===== config.mk =====
export PLATFORM = sky130hd
export DESIGN_NAME = mutex_arb_ctrl
export DESIGN_NICKNAME = d
export VERILOG_FILES = /design/src/rtl/mutex_arb_ctrl.sv
export SDC_FILE = /design/constraint.sdc
export NUM_CORES = 1
export LEC_CHECK = 0
export CAP_MARGIN = 10
export CORE_UTILIZATION = 42
export DETAILED_ROUTE_END_ITERATION = 10
export PLACE_DENSITY = 0.71
export SYNTH_ARGS = -nofsm -noshare
export SYNTH_HDL_FRONTEND = slang
export SYNTH_SLANG_ARGS = --single-unit

===== constraint.sdc =====
create_clock -name clk -period 1.7 [get_ports clk]
set_clock_uncertainty 0.2 [all_clocks]
set_input_delay 0.34 -clock clk [delete_from_list [all_inputs] [get_ports clk]]
set_output_delay 0.34 -clock clk [all_outputs]
set_load 0.01 [all_outputs]

===== src/rtl/mutex_arb_ctrl.sv =====
// Two-client four-phase front end for a downstream mutex: round-robin arbitration, registered mutex requests.
// Optional MUTEX_ARB_TIMEOUT_EN bounds each grant to MAX_HOLD cycles and blocks the offender until it withdraws.
module mutex_arb_ctrl #(
   parameter int MAX_HOLD = 16
) (
   input  logic clk,
   input  logic rst_n,
   input  logic req_a,
   output logic ack_a,
   input  logic req_b,
   output logic ack_b,
   output logic mtx_x,
   output logic mtx_y,
   input  logic mtx_u,
   input  logic mtx_v,
   output logic busy,
   output logic last_a,
   output logic timeout
);

   typedef enum logic [1:0] {IDLE, ARB, GRANT, RELEASE} state_t;

   state_t     state, state_nxt;
   logic       win_a, win_a_nxt;
   logic       granted, granted_nxt;
   logic       ack_a_nxt, ack_b_nxt;
   logic       mtx_x_nxt, mtx_y_nxt;
   logic       last_a_nxt;
   logic [7:0] hold_cnt, hold_cnt_nxt;
   logic       elig_a, elig_b, pick_a;
   logic       win_req, win_gnt;

   if (MAX_HOLD < 2 || MAX_HOLD > 255) begin : g_bad_max_hold
      $error("mutex_arb_ctrl: MAX_HOLD must lie in 2..255");
   end

`ifdef MUTEX_ARB_TIMEOUT_EN
   localparam logic [7:0] HOLD_LAST = 8'(MAX_HOLD - 1);

   logic blocked_a, blocked_b, blocked_a_nxt, blocked_b_nxt;
   logic timeout_q, timeout_nxt;

   assign elig_a  = req_a & ~blocked_a;
   assign elig_b  = req_b & ~blocked_b;
   assign timeout = timeout_q;
`else
   assign elig_a  = req_a;
   assign elig_b  = req_b;
   assign timeout = 1'b0;
`endif

   // On a tie the client that did not hold the last completed grant wins.
   assign pick_a  = elig_a & (~elig_b | ~last_a);
   assign win_req = win_a ? req_a : req_b;
   assign win_gnt = win_a ? mtx_u : mtx_v;
   assign busy    = (state != IDLE);

   always_comb begin
      state_nxt    = state;
      win_a_nxt    = win_a;
      granted_nxt  = granted;
      ack_a_nxt    = ack_a;
      ack_b_nxt    = ack_b;
      mtx_x_nxt    = mtx_x;
      mtx_y_nxt    = mtx_y;
      last_a_nxt   = last_a;
      hold_cnt_nxt = hold_cnt;
`ifdef MUTEX_ARB_TIMEOUT_EN
      timeout_nxt   = timeout_q;
      blocked_a_nxt = blocked_a & req_a;
      blocked_b_nxt = blocked_b & req_b;
`endif
      case (state)
         IDLE: begin
            if (elig_a || elig_b) begin
               win_a_nxt   = pick_a;
               granted_nxt = 1'b0;
               mtx_x_nxt   = pick_a;
               mtx_y_nxt   = ~pick_a;
               state_nxt   = ARB;
            end
         end
         ARB: begin
            // A withdrawn request beats a grant arriving in the same cycle.
            if (!win_req) begin
               mtx_x_nxt = 1'b0;
               mtx_y_nxt = 1'b0;
               state_nxt = RELEASE;
            end else if (win_gnt) begin
               ack_a_nxt    = win_a;
               ack_b_nxt    = ~win_a;
               granted_nxt  = 1'b1;
               hold_cnt_nxt = 8'd0;
               state_nxt    = GRANT;
            end
         end
         GRANT: begin
            hold_cnt_nxt = hold_cnt + 8'd1;
            if (!win_req) begin
               ack_a_nxt = 1'b0;
               ack_b_nxt = 1'b0;
               mtx_x_nxt = 1'b0;
               mtx_y_nxt = 1'b0;
               state_nxt = RELEASE;
            end
`ifdef MUTEX_ARB_TIMEOUT_EN
            else if (hold_cnt == HOLD_LAST) begin
               ack_a_nxt   = 1'b0;
               ack_b_nxt   = 1'b0;
               mtx_x_nxt   = 1'b0;
               mtx_y_nxt   = 1'b0;
               timeout_nxt = 1'b1;
               if (win_a) blocked_a_nxt = 1'b1;
               else       blocked_b_nxt = 1'b1;
               state_nxt   = RELEASE;
            end
`endif
         end
         RELEASE: begin
            if (!mtx_u && !mtx_v) begin
               if (granted) last_a_nxt = win_a;
               state_nxt = IDLE;
            end
         end
         default: state_nxt = IDLE;
      endcase
   end

   always_ff @(posedge clk) begin
      if (!rst_n) begin
         state    <= IDLE;
         win_a    <= 1'b0;
         granted  <= 1'b0;
         ack_a    <= 1'b0;
         ack_b    <= 1'b0;
         mtx_x    <= 1'b0;
         mtx_y    <= 1'b0;
         last_a   <= 1'b0;
         hold_cnt <= 8'd0;
      end else begin
         state    <= state_nxt;
         win_a    <= win_a_nxt;
         granted  <= granted_nxt;
         ack_a    <= ack_a_nxt;
         ack_b    <= ack_b_nxt;
         mtx_x    <= mtx_x_nxt;
         mtx_y    <= mtx_y_nxt;
         last_a   <= last_a_nxt;
         hold_cnt <= hold_cnt_nxt;
      end
   end

`ifdef MUTEX_ARB_TIMEOUT_EN
   always_ff @(posedge clk) begin
      if (!rst_n) begin
         timeout_q <= 1'b0;
         blocked_a <= 1'b0;
         blocked_b <= 1'b0;
      end else begin
         timeout_q <= timeout_nxt;
         blocked_a <= blocked_a_nxt;
         blocked_b <= blocked_b_nxt;
      end
   end
`endif

endmodule

; ---- Word level (Yosys, flattened, before mapping)
; Index checks and enable logic that the tools add are counted.
[word_totals]
ff_bits = 9
inputBits = 6
out_inout_bits = 7
elab_cells = 63
[op_classes]
eq_ne = 10
n_mux = 23
n_bitwise = 6
reduce_logical = 16
[ops]
columns = operator, n
row1 = $mux W1, 12
row2 = $ne A2 B2 Y1 const B, 6
row3 = $reduce_and A4 Y1, 3
row4 = $mux W2, 5
row5 = $pmux W1 S2, 5
row6 = $pmux W2 S4, 1
row7 = $reduce_bool A2 Y1, 4
row8 = $reduce_and A3 Y1, 2
row9 = $eq A2 B2 Y1 const B, 2
row10 = $not A1 Y1, 4
row11 = $ne A3 B3 Y1 const B, 1
row12 = $eq A2 B1 Y1 const B, 1
row13 = $logic_not A1 Y1, 2
row14 = $logic_not A2 Y1, 1
row15 = $reduce_and A2 Y1, 1
row16 = $reduce_or A2 Y1, 1
row17 = $and A1 B1 Y1, 1
row18 = $logic_and A1 B1 Y1, 1
row19 = $logic_or A1 B1 Y1, 1
row20 = $or A1 B1 Y1, 1

; ---- Logic depth before layout (Yosys ltp)
; Gate-level depths: netlist of the first run.
[depth]
depth_word = 6
mapped_depth = 6
ltp_nobuf = 6

; ---- Least setup slack after synthesis of the first run
; OpenSTA, ideal clock, no wires.
[synth_timing]
kind = register to register
from = reg state[1]
to = reg ack_b
setup_ns = 0.070
t_arrival_ns = 1.553
t_required_ns = 1.430
slack_ns = -0.123
stages_incl_launch_ff = 6
n_path_buf = 0
synth_period_minus_slack_ns = 1.823
path_cell_list = dfxtp_1 inv_1 ha_1 o21ai_0 or4_2 a21oi_1
[synth_between]
elab_chain_cells = 3
elab_cells_between_ends = 8
classes_between = eq/ne: 5 / mux: 1 / reduce/logical: 2
[synth_rtl]
columns = element, line
row1 = from (decl), 23  ; state_t state, state_nxt;
row2 = from (signal assigned), 141  ; state <= state_nxt;
row3 = $eq A2 B1 Y1 or $eq A2 B2 Y1 (tied branches), 73  ; case (state)
row4 = $ne A2 B2 Y1 (no line) or $reduce_bool A2 Y1 (tied branches), n/a
row5 = $reduce_and A4 Y1 (no line), n/a
row6 = to (signal assigned), 145  ; ack_b <= ack_b_nxt;
row7 = to (decl), 11  ; output logic ack_b,
; Several ways; a longest one is shown, not always the timed one.
; A chain may end at the register's enable or synchronous reset.

; ---- Worst setup path after layout of the first run
[layout_timing]
from = reg win_a
to = reg state[0]
[layout_between]
elab_chain_cells = 3
elab_cells_between_ends = 7
classes_between = eq/ne: 2 / mux: 4 / reduce/logical: 1
[layout_rtl]
columns = element, line
row1 = from (decl), 24  ; logic win_a, win_a_nxt;
row2 = from (signal assigned), 142  ; win_a <= win_a_nxt;
row3 = "$mux W1, on equally long branches", "54, 55"
row4 = $ne A3 B3 Y1 (no line) (tied with other cells), n/a
row5 = $reduce_and A4 Y1 (no line) or $pmux W2 S4 (tied branches), n/a
; Several ways; a longest one is shown, not always the timed one.

==> results of run 1 <==
[report_power, final]
part           leakage, nW  total (mW)  switching [mW]  internal (mW)
sequential          0.0758       0.375          0.0723          0.303
clock               0.0150       0.171          0.0801         0.0908
combinational        0.405        1.21           0.532          0.675
[per-stage QoR]
stage	area, um^2	setup WS, ns
5_1_grt	1000	-0.155
6_report	1000	-0.0851
3_5_place_dp	840	-0.525
4_1_cts	956	-0.108
2_1_floorplan	596	-0.0313
3_3_place_gp	840	-0.494
[worst max-delay path, cell delays in order (launching register included)]
cell and delay (ns):
dfxtp_4 0.38, mux2_4 0.33, a211o_1 0.28, buf_6 0.13, o31ai_4 0.18, o311a_4 0.22
[routing by layer]
metal	global-route usage, %	share of wire [%]
met5	0	0
met4	15.5	1.2
met3	7.51	3.3
met2	43.8	51
met1	28.7	44
[repair_timing]
action | CTS | global route
cloned | 0 | 0
hold endpoints to repair | 0 | 0
setup endpoints to repair | 8 | 9
gates resized for setup | 18 | 16
pin swaps | 8 | 6
buffers inserted | 4 | 0
[sequential cells by signal, summed over array words and instances, names as in the netlist]
name,cells
ack_b,1
last_a,1
mtx_x,1
mtx_y,1
ack_a,1
win_a,1
state,2
granted,1
[layout make-up]
cell class | instances | share of cell area [%]
Clock buffer | 4 | 2.63
Inverter | 6 | 2.75
Multi-Input combinational cell | 50 | 45.9
Sequential cell | 9 | 19.1
Tap cell | 14 | 1.75
Timing Repair Buffer | 33 | 27.8
[synth_stat cells]
master    n
and3_2    1
nand2_1   3
nand3_1   1
o21ai_0   5
nor3_1    3
buf_4     1
a22oi_1   2
a211o_2   1
mux2_4    1
ha_1      5
nand4_1   1
o211a_1   1
conb_1    1
o211ai_1  1
or3b_1    1
o31ai_1   1
nor3b_1   1
nor2_1    5
a21boi_0  1
buf_6     1
o21a_1    1
a21oi_1   6
o311a_2   1
dfxtp_1   9
mux2i_1   3
inv_1     6
or4_2     1
nor4_1    1
a211o_1   2
[worst max path at each step]
| stage | start | end | slack, ns | cells past startpoint |
|---|---|---|---|---|
| 6_report | win_a | state[0] | -0.09 | 5 |
| 5_1_grt | state[1] | state[0] | -0.15 | 7 |
| 4_1_cts | state[1] | state[0] | -0.11 | 6 |
| 3_5_place_dp | req_b | ack_b | -0.52 | 5 |
| 3_3_place_gp | req_b | ack_b | -0.49 | 5 |
| 2_1_floorplan | win_a | state[1] | -0.03 | 5 |
[cells by family after synthesis]
logic type,count (synthesis),share of synthesized area (%)
buf+inv,8,7.16
simple gates,18,16.5
mux,4,7.81
fa+ha+maj,5,10.8
compound gates,22,25.8
other cells,1,0.650
flops,9,31.2
==> summary.md, run 1 <==
| Metric | Value |
|---|---|
| Status | finished, violations left |
| Failing checks | negative setup slack |
| Post-CTS Hold Buffers | 0 |
| 1st-iter DRT viols | 20 |
| Final-stage net count | between 100 and 150 |
| Hold_ws | about 0.28 ns |
| Area grow syn2layout | 73.3% |
| Top post-synthesis cells by area | dfxtp_1 31%, ha_1 11%, a21oi_1 5.2% |
| Routed wire length | approximately 1700 um |
| Endpoints failing hold | 0 |
| Final Power | roughly 1.8 mW |
| WHS Endpoint | ack_b |
| Post-synthesis instance area | slightly below 600 um^2 |
| Worst Hold Path Cells | 2 |
| Overflow after GRT | 0 |
| Die Ht | between 30 and 40 um |
| Finished Layout Cells | approximately 120 |
| DP HPWL | between 1000 and 1500 um |
| Drt drc | 0 |
| Diode count | 0 |
| Post-route ant nets | 0 |
| Worst reg2reg setup slack | -0.09 ns |
| Gr usage total | around a quarter |
| FP Rows | 12 |
| Crit share post-route | 105% |
| Max-cap violations | 0 |
| Max Slew Vio Count | 0 |
| R2R cell count | 5 |
| Yosys warnings | 0 |
| Leading area contributor after synthesis | dfxtp_1 |
| Port Buf Inserts | 11 |
| Worst-skew pair later-pin latency | 0.26 ns |
| Peak VDD IR | between 0.001 and 0.0015 V |
| Final-layout fill cell count | 73 |
| Share of layout cells above drive strength 1 | between 40% and 50% |
| Worst hold start | ack_b |
| Sequential Area | ~190 um^2 |
| Multi-input gate area | about 460 um^2 |
| R2R Path Start | win_a |
| DRT Pass-1 Iters | 5 |
| Final setup fails | 3 |
| Core area | around 1200 um^2 |
| Global-route wire length before repair | approximately 2600 um |
| Fmax | 560 MHz |
| Final WS setup | -0.0851 ns |
| Gpl congestion | between 0.8 and 0.9 |
| Clock Tree Root | clkbuf_4 |
| Clock sink total | 9 |
| WP data required | approximately 1.7 ns |
| Clk slew on worst S/H paths | around 0.060 ns |
| Avg Vias per Cell | roughly 5.3 |
| Synthesized netlist net count | 78 |
| Final Util | 84.3% |
| Critical Path Start Type | flip-flop |
| Vias in the first global route | approximately 620 |
| WP data arrival | ~1.8 ns |
| Post-Syn Instances | 67 |
| Placed cells | between 100 and 150 |
| TritonCTS Buffers | 3 |
| Synth cell types | 29 |
| Crit path time final | 1.79 ns |
| Clock tree buffer depth | 2 |
| Largest net degree at the start of global routing | 9 |
| Routed WL per cell | between 10 and 15 um |
| LEAKAGE | 0.495 nW |
| Commonest cells after routing, fill and taps aside | 21 x buf_4, 6 x dfxtp_1, 5 x a21oi_1, 5 x nor2_1, 5 x dlygate4sd2_1 |
| Die area | 1530 um^2 |
| Commonest non-fill, non-tap cell in the layout | buf_4 |
| Post-synthesis sequential area ratio | 31.2% |
| Io pins | 13 |
| RSZ-0062 raised after global routing | yes |
| Starting Density | between 40% and 50% |
| Die Wd | slightly below 40 um |
| Critical path class | reg2reg |
| Syn avg cell area | ~8.6 um^2 |
| H-tree depth | 1 |
| Yosys reg bits | 9 |
| Tightest Hold Check Type | reg2reg |
| PwrDens | approximately 1800 nW/um^2 |
| Setup TNS | -0.185 ns |
| Crit end category | flip-flop |
| Via count | approximately 600 |
| Top cell type's share of synthesized area | a little under a third |
| Initial antenna violation count | 0 |
| Reg-to-Reg End | state[0] |
| Worst Path Max Fanout | 6 |
| CTS tree | yes |
(Power assumes the default switching activity.)
==> run 2, diff against run 1 <==
--- a/config.mk
+++ b/config.mk
@@ -5,7 +5,7 @@
 export SDC_FILE = /design/constraint.sdc
 export NUM_CORES = 1
 export LEC_CHECK = 0
-export CAP_MARGIN = 10
+export CAP_MARGIN = 20
 export CORE_UTILIZATION = 42
 export DETAILED_ROUTE_END_ITERATION = 10
 export PLACE_DENSITY = 0.71
==> constraint.sdc (replaced) <==
create_clock -name clk -period 1.7 [get_ports clk]
set_clock_uncertainty 0.2 [all_clocks]
set_input_delay 0.51 -clock clk [delete_from_list [all_inputs] [get_ports clk]]
set_output_delay 0.51 -clock clk [all_outputs]
set_load 0.01 [all_outputs]
==> run 2 against run 1 <==
The run still ends with negative setup slack left. Maximum frequency down 2.2%. Die area did not move. Hold slack better by 0.020 ns. Sequential cell count unchanged. Clock power is essentially flat. Sequential share of layout area is 1.7 points lower. Via count grew 14%. Clock-buffer cell count fell by 1. Cell count is 5.2% higher. Critical endpoint is now state[1]. Largest cell class unchanged.
==> summary.md, run 2 (same netlist as run 1, synthesis figures left out) <==
| Metric | Value |
|---|---|
| Status | finished, violations left (unchanged) |
| Failing checks | negative setup slack (unchanged) |
| CTS tree | yes (unchanged) |
| Global-route wire length before repair | 2660 um (was 2570 um) |
| Setup TNS | -0.429 ns (was -0.185 ns) |
| Clock Tree Root | clkbuf_4 (unchanged) |
| Routed wire length | 2250 um (was 1680 um) |
| PwrDens | 1860 nW/um^2 (was 1750 nW/um^2) |
| Commonest cells after routing, fill and taps aside | 20 x buf_4, 9 x buf_6, 7 x dlygate4sd2_1 (was 21 x buf_4, 6 x dfxtp_1, 5 x a21oi_1, 5 x nor2_1, 5 x dlygate4sd2_1) |
| Crit path max-delay cell type | or3b_4 (was dfxtp_4) |
| Gr usage total | 26.8% (was 26.1%) |
| FP Rows | 12 (unchanged) |
| Via count | 703 (was 618) |
| Port Buf Inserts | 11 (unchanged) |
| CP max stage delay | 0.40 ns (was 0.38 ns) |
| Initial antenna violation count | 0 (unchanged) |
| Area grow syn2layout | 85.0% (was 73.3%) |
| Worst Hold Path Cells | 2 (unchanged) |
| Crit path time final | 1.82 ns (was 1.79 ns) |
| Gpl congestion | 0.833 (was 0.898) |
| Fmax | 548 MHz (was 560 MHz) |
| Max-cap violations | 0 (unchanged) |
| Endpoints failing hold | 0 (unchanged) |
| Share of layout cells above drive strength 1 | 54.6% (was 45.1%) |
| RSZ-0062 raised after global routing | yes (unchanged) |
| 1st-iter DRT viols | 23 (was 20) |
| Max Slew Vio Count | 0 (unchanged) |
| Routed WL per cell | 18.5 um (was 14.5 um) |
| WP data arrival | 1.82 ns (was 1.79 ns) |
| Max reg flops | 2 (unchanged) |
| Worst path cell trace | inv_2 -> buf_4 -> ha_4 -> buf_6 -> and3_4 -> or3b_4 -> a21oi_2 (was mux2_4 -> a211o_1 -> buf_6 -> o31ai_4 -> o311a_4) |
| R2R cell count | 7 (was 5) |
| Final-stage net count | 120 (was 114) |
| Die Wd | 39.1 um (unchanged) |
| Io pins | 13 (unchanged) |
| Worst reg2reg setup slack | -0.12 ns (was -0.09 ns) |
| Crit share post-route | 107% (was 105%) |
| Final Power | 1.98 mW (was 1.75 mW) |
| Post-CTS Hold Buffers | 0 (unchanged) |
| Clock sink total | 9 (unchanged) |
| Crit end category | flip-flop (unchanged) |
| Biggest register | state (unchanged) |
| Clk slew on worst S/H paths | 0.07 ns (was 0.06 ns) |
| WP data required | 1.70 ns (was 1.71 ns) |
| Final WS setup | -0.125 ns (was -0.0851 ns) |
| Diode count | 0 (unchanged) |
| LEAKAGE | 0.483 nW (was 0.495 nW) |
| Critical Path Start Type | flip-flop (unchanged) |
| Commonest non-fill, non-tap cell in the layout | buf_4 (unchanged) |
| Worst Path Max Fanout | 4 (was 6) |
| Overflow after GRT | 0 (unchanged) |
| Clock tree buffer depth | 2 (unchanged) |
| Core area | 1190 um^2 (unchanged) |
| Tightest Hold Check Type | reg2reg (unchanged) |
| TritonCTS Buffers | 3 (unchanged) |
| DRT Pass-1 Iters | 4 (was 5) |
| Post-route ant nets | 0 (unchanged) |
| Pre-CTS setup slack | -0.730 ns (was -0.525 ns) |
| Reg-to-Reg End | state[1] (was state[0]) |
| Largest net degree at the start of global routing | 9 (unchanged) |
| Die area | 1530 um^2 (unchanged) |
| Starting Density | 48.6% (unchanged) |
| Critical path class | reg2reg (unchanged) |
| Vias in the first global route | 600 (was 622) |
| WHS Endpoint | ack_b (unchanged) |
| Die Ht | 39.1 um (unchanged) |
| DP HPWL | 1210 um (was 1080 um) |
| Peak VDD IR | 0.00138 V (was 0.00102 V) |
| Final setup fails | 7 (was 3) |
| Worst hold start | ack_b (unchanged) |
| Avg Vias per Cell | 5.76 (was 5.33) |
| H-tree depth | 1 (unchanged) |
| Worst-skew pair later-pin latency | 0.27 ns (was 0.26 ns) |
| R2R Path Start | state[1] (was win_a) |
| Drt drc | 0 (unchanged) |
[run 2: how the worst max path moves through the flow]
stage	slack (ns)	to	depth (start not counted)	startpoint
after floorplan	-0.07	state[1]	4	req_b
after global placement	-0.69	ack_b	6	req_b
after detailed placement	-0.73	ack_b	6	req_b
after CTS	-0.10	state[1]	6	state[1]
after global routing	-0.17	last_a	7	state[1]
final	-0.12	state[1]	7	state[1]
[run 2: where the power goes]
| part | switching, mW | internal (mW) |
|---|---|---|
| Clock | 0.0831 | 0.0871 |
| Sequential | 0.0599 | 0.294 |
| Combinational | 0.649 | 0.810 |
[run 2: layer usage]
metal  global-route usage [%]  up-vias  share of wire (%)
met5                        0        -                  0
met4                     5.17        0               0.93
met3                     10.4        2                4.9
met2                     45.4       26                 53
met1                     31.6      347                 41
li1                         -      328                  -
[run 2: through the flow]
step	utilization (%)	instances	hold slack, ns	instance area, um^2
after floorplan	-	67	0.294	592
after global placement	73.0	112	0.263	866
after detailed placement	73.0	112	0.277	866
after CTS	83.6	121	0.295	992
after global routing	90.0	122	0.324	1070
final	90.0	122	0.299	1070
[run 2: repair_timing]
item,in CTS,in global routing
gates resized for setup,43,16
setup endpoints to repair,14,7
pin swaps,9,9
setup buffers,5,2
[run 2: area by class of cell]
type | count | area (um^2)
Clock inverter | 1 | 5.00
Timing Repair Buffer | 39 | 333
Tap cell | 14 | 17.5
Clock buffer | 3 | 22.5
Sequential cell | 9 | 186
Inverter | 6 | 25.0
Multi-Input combinational cell | 50 | 478
Fill cell | 53 | 119
[run 2: critical path: cells and delay by family, from the launching register on]
kind | cells | cell delay, ns
compound gates | 1 | 0.14
flops | 1 | 0.36
fa+ha+maj | 1 | 0.16
simple gates | 2 | 0.57
buf+inv | 3 | 0.32
==> run 3, diff against run 2 <==
--- a/config.mk
+++ b/config.mk
@@ -5,10 +5,10 @@
 export SDC_FILE = /design/constraint.sdc
 export NUM_CORES = 1
 export LEC_CHECK = 0
-export CAP_MARGIN = 20
 export CORE_UTILIZATION = 42
 export DETAILED_ROUTE_END_ITERATION = 10
 export PLACE_DENSITY = 0.71
+export RECOVER_POWER = 25
 export SYNTH_ARGS = -nofsm -noshare
 export SYNTH_HDL_FRONTEND = slang
 export SYNTH_SLANG_ARGS = --single-unit
==> run 3 against run 2 <==
Worst setup slack worse by 0.00073 ns. The flow still finishes with violations (negative setup slack). Total power is essentially flat. First-iteration DRC count is the same. Sequential cell count stayed put. Maximum frequency hardly changed. Hold slack is the same. Cell area fell by 0.35%. Combinational power about the same.
==> summary.md, run 3 (same netlist as run 1, synthesis figures left out) <==
| Metric | Value |
|---|---|
| Status | finished, violations left (unchanged) |
| Failing checks | negative setup slack (unchanged) |
| Routed WL per cell | 18.5 um (unchanged) |
| Worst Hold Path Cells | 2 (unchanged) |
| Diode count | 0 (unchanged) |
| WP data arrival | 1.82 ns (about the same) |
| Drt drc | 0 (unchanged) |
| Register share of total power | 17.8% (about the same) |
| Largest net degree at the start of global routing | 9 (unchanged) |
| Io pins | 13 (unchanged) |
| Design Area, Final | 1060 um^2 (was 1070 um^2) |
| Overflow after GRT | 0 (unchanged) |
| Biggest register | state (unchanged) |
| Worst-skew pair later-pin latency | 0.27 ns (about the same) |
| Worst Path Max Fanout | 4 (unchanged) |
| Clock share of power | 8.6% (about the same) |
| Crit share post-route | 107% (about the same) |
| Clk slew on worst S/H paths | 0.07 ns (about the same) |
| CTS tree | yes (unchanged) |
| R2R Path Start | state[1] (unchanged) |
| Max Slew Vio Count | 0 (unchanged) |
| Peak VDD IR | 0.00138 V (about the same) |
| Via count | 704 (was 703) |
| Crit end category | flip-flop (unchanged) |
| Core area | 1190 um^2 (unchanged) |
| Commonest cells after routing, fill and taps aside | 19 x buf_4, 9 x buf_6, 7 x dlygate4sd2_1 (was 20 x buf_4, 9 x buf_6, 7 x dlygate4sd2_1) |
| Tightest Hold Check Type | reg2reg (unchanged) |
| RSZ-0062 raised after global routing | yes (unchanged) |
| Clock sink total | 9 (unchanged) |
| Area grow syn2layout | 84.4% (was 85.0%) |
| Switch share | 40.0% (was 39.9%) |
| Worst reg2reg setup slack | -0.13 ns (was -0.12 ns) |
| Endpoints failing hold | 0 (unchanged) |
| Port Buf Inserts | 11 (unchanged) |
| PwrDens | 1860 nW/um^2 (about the same) |
| TritonCTS Buffers | 3 (unchanged) |
| Starting Density | 48.6% (unchanged) |
| Final-stage net count | 120 (unchanged) |
| 1st-iter DRT viols | 23 (unchanged) |
| Initial antenna violation count | 0 (unchanged) |
| Vias in the first global route | 600 (unchanged) |
| Clock tree buffer depth | 2 (unchanged) |
| Comb power frac | 73.6% (about the same) |
| Commonest non-fill, non-tap cell in the layout | buf_4 (unchanged) |
| Worst hold start | ack_b (unchanged) |
| Critical Path Start Type | flip-flop (unchanged) |
| Internal power | 1.19 mW (about the same) |
| Max reg flops | 2 (unchanged) |
| DRT Pass-1 Iters | 4 (unchanged) |
| Critical path class | reg2reg (unchanged) |
| Clock Tree Root | clkbuf_4 (unchanged) |
| Routed wire length | 2250 um (unchanged) |
| DP HPWL | 1210 um (unchanged) |
| FP Rows | 12 (unchanged) |
| Gr usage total | 26.8% (unchanged) |
| H-tree depth | 1 (unchanged) |
| R2R cell count | 7 (unchanged) |
| WHS Endpoint | ack_b (unchanged) |
| Max-cap violations | 0 (unchanged) |
| Avg Vias per Cell | 5.77 (was 5.76) |
| Global-route wire length before repair | 2660 um (unchanged) |
| Die area | 1530 um^2 (unchanged) |
| Share of layout cells above drive strength 1 | 53.7% (was 54.6%) |
| Die Ht | 39.1 um (unchanged) |
| Crit path time final | 1.83 ns (was 1.82 ns) |
| Post-route ant nets | 0 (unchanged) |
| Gpl congestion | 0.833 (unchanged) |
| Reg-to-Reg End | state[1] (unchanged) |
| LEAKAGE | 0.479 nW (was 0.483 nW) |
| Placed cells | 112 (unchanged) |
| WP data required | 1.70 ns (about the same) |
| Post-Place Cell Area | 866 um^2 (unchanged) |
| Finished Layout Cells | 122 (unchanged) |
| Psw | 0.792 mW (about the same) |
| Final WS setup | -0.126 ns (was -0.125 ns) |
| Fmax | 548 MHz (about the same) |
| Final setup fails | 7 (unchanged) |
| Die Wd | 39.1 um (unchanged) |
-- run 3: cell types whose count changed in the layout (fill, tap and decap cells not counted) --
cell	change
buf_4	-1
clkbuf_1	+1
-- run 3: cell type report --
| class | count | area [um^2] |
|---|---|---|
| sequential | 9 | 186 |
| timing repair buffer | 39 | 329 |
| clock buffer | 3 | 22.5 |
| inverter | 6 | 25.0 |
| fill | 55 | 123 |
| clock inverter | 1 | 5.00 |
| tap | 14 | 17.5 |
| multi-input combinational | 50 | 478 |
-- run 3: power by group through the flow --
stage	clock, mW	sequential [mW]	combinational (mW)
4_1_cts	0.175	0.344	1.16
3_5_place_dp	0	0.337	0.986
2_1_floorplan	0	0.346	0.525
3_3_place_gp	0	0.332	0.968
6_report	0.170	0.354	1.46
5_1_grt	0.189	0.361	1.52
-- run 3: how the worst max path moves through the flow --
stage / start / end / cells past startpoint
6_report: state[1] / state[1] / 7
5_1_grt: state[1] / last_a / 7
4_1_cts: state[1] / state[1] / 6
3_5_place_dp: req_b / ack_b / 6
3_3_place_gp: req_b / ack_b / 6
2_1_floorplan: req_b / state[1] / 4
-- run 3: metal layers --
| metal | vias up | GRT usage (%) | wire length [um] | part of all wire, % |
|---|---|---|---|---|
| li1 | 328 | - | - | - |
| met1 | 350 | 31.6 | 927 | 41 |
| met2 | 24 | 45.4 | 1190 | 53 |
| met3 | 2 | 10.4 | 110 | 4.9 |
| met4 | 0 | 5.17 | 21 | 0.93 |
| met5 | - | 0 | 0 | 0 |
-- run 3: critical path: stages, from the launching register on --
cell	delay, ns
dfxtp_2	0.36
inv_2	0.06
buf_4	0.14
ha_4	0.16
buf_6	0.12
and3_4	0.17
or3b_4	0.40
a21oi_2	0.14
-- run 3: repair_timing --
action,CTS,global route
setup buffers,5,2
resized for setup,43,16
hold buffers,0,0
pin swaps,9,9
hold endpoints to repair,0,0
gates cloned,0,0
endpoints found under the setup margin,14,7
-- run 3: stage by stage --
| step | setup TNS (ns) | utilization (%) | total power, mW | setup slack, ns | hold slack (ns) |
|---|---|---|---|---|---|
| 2_1_floorplan | -0.188 | - | 0.871 | -0.0744 | 0.294 |
| 3_5_place_dp | -4.86 | 73.0 | 1.32 | -0.730 | 0.277 |
| 4_1_cts | -0.141 | 83.6 | 1.68 | -0.102 | 0.295 |
| 6_report | -0.430 | 89.7 | 1.98 | -0.126 | 0.299 |
| 5_1_grt | -0.690 | 89.7 | 2.07 | -0.167 | 0.324 |
| 3_3_place_gp | -4.64 | 73.0 | 1.30 | -0.688 | 0.263 |
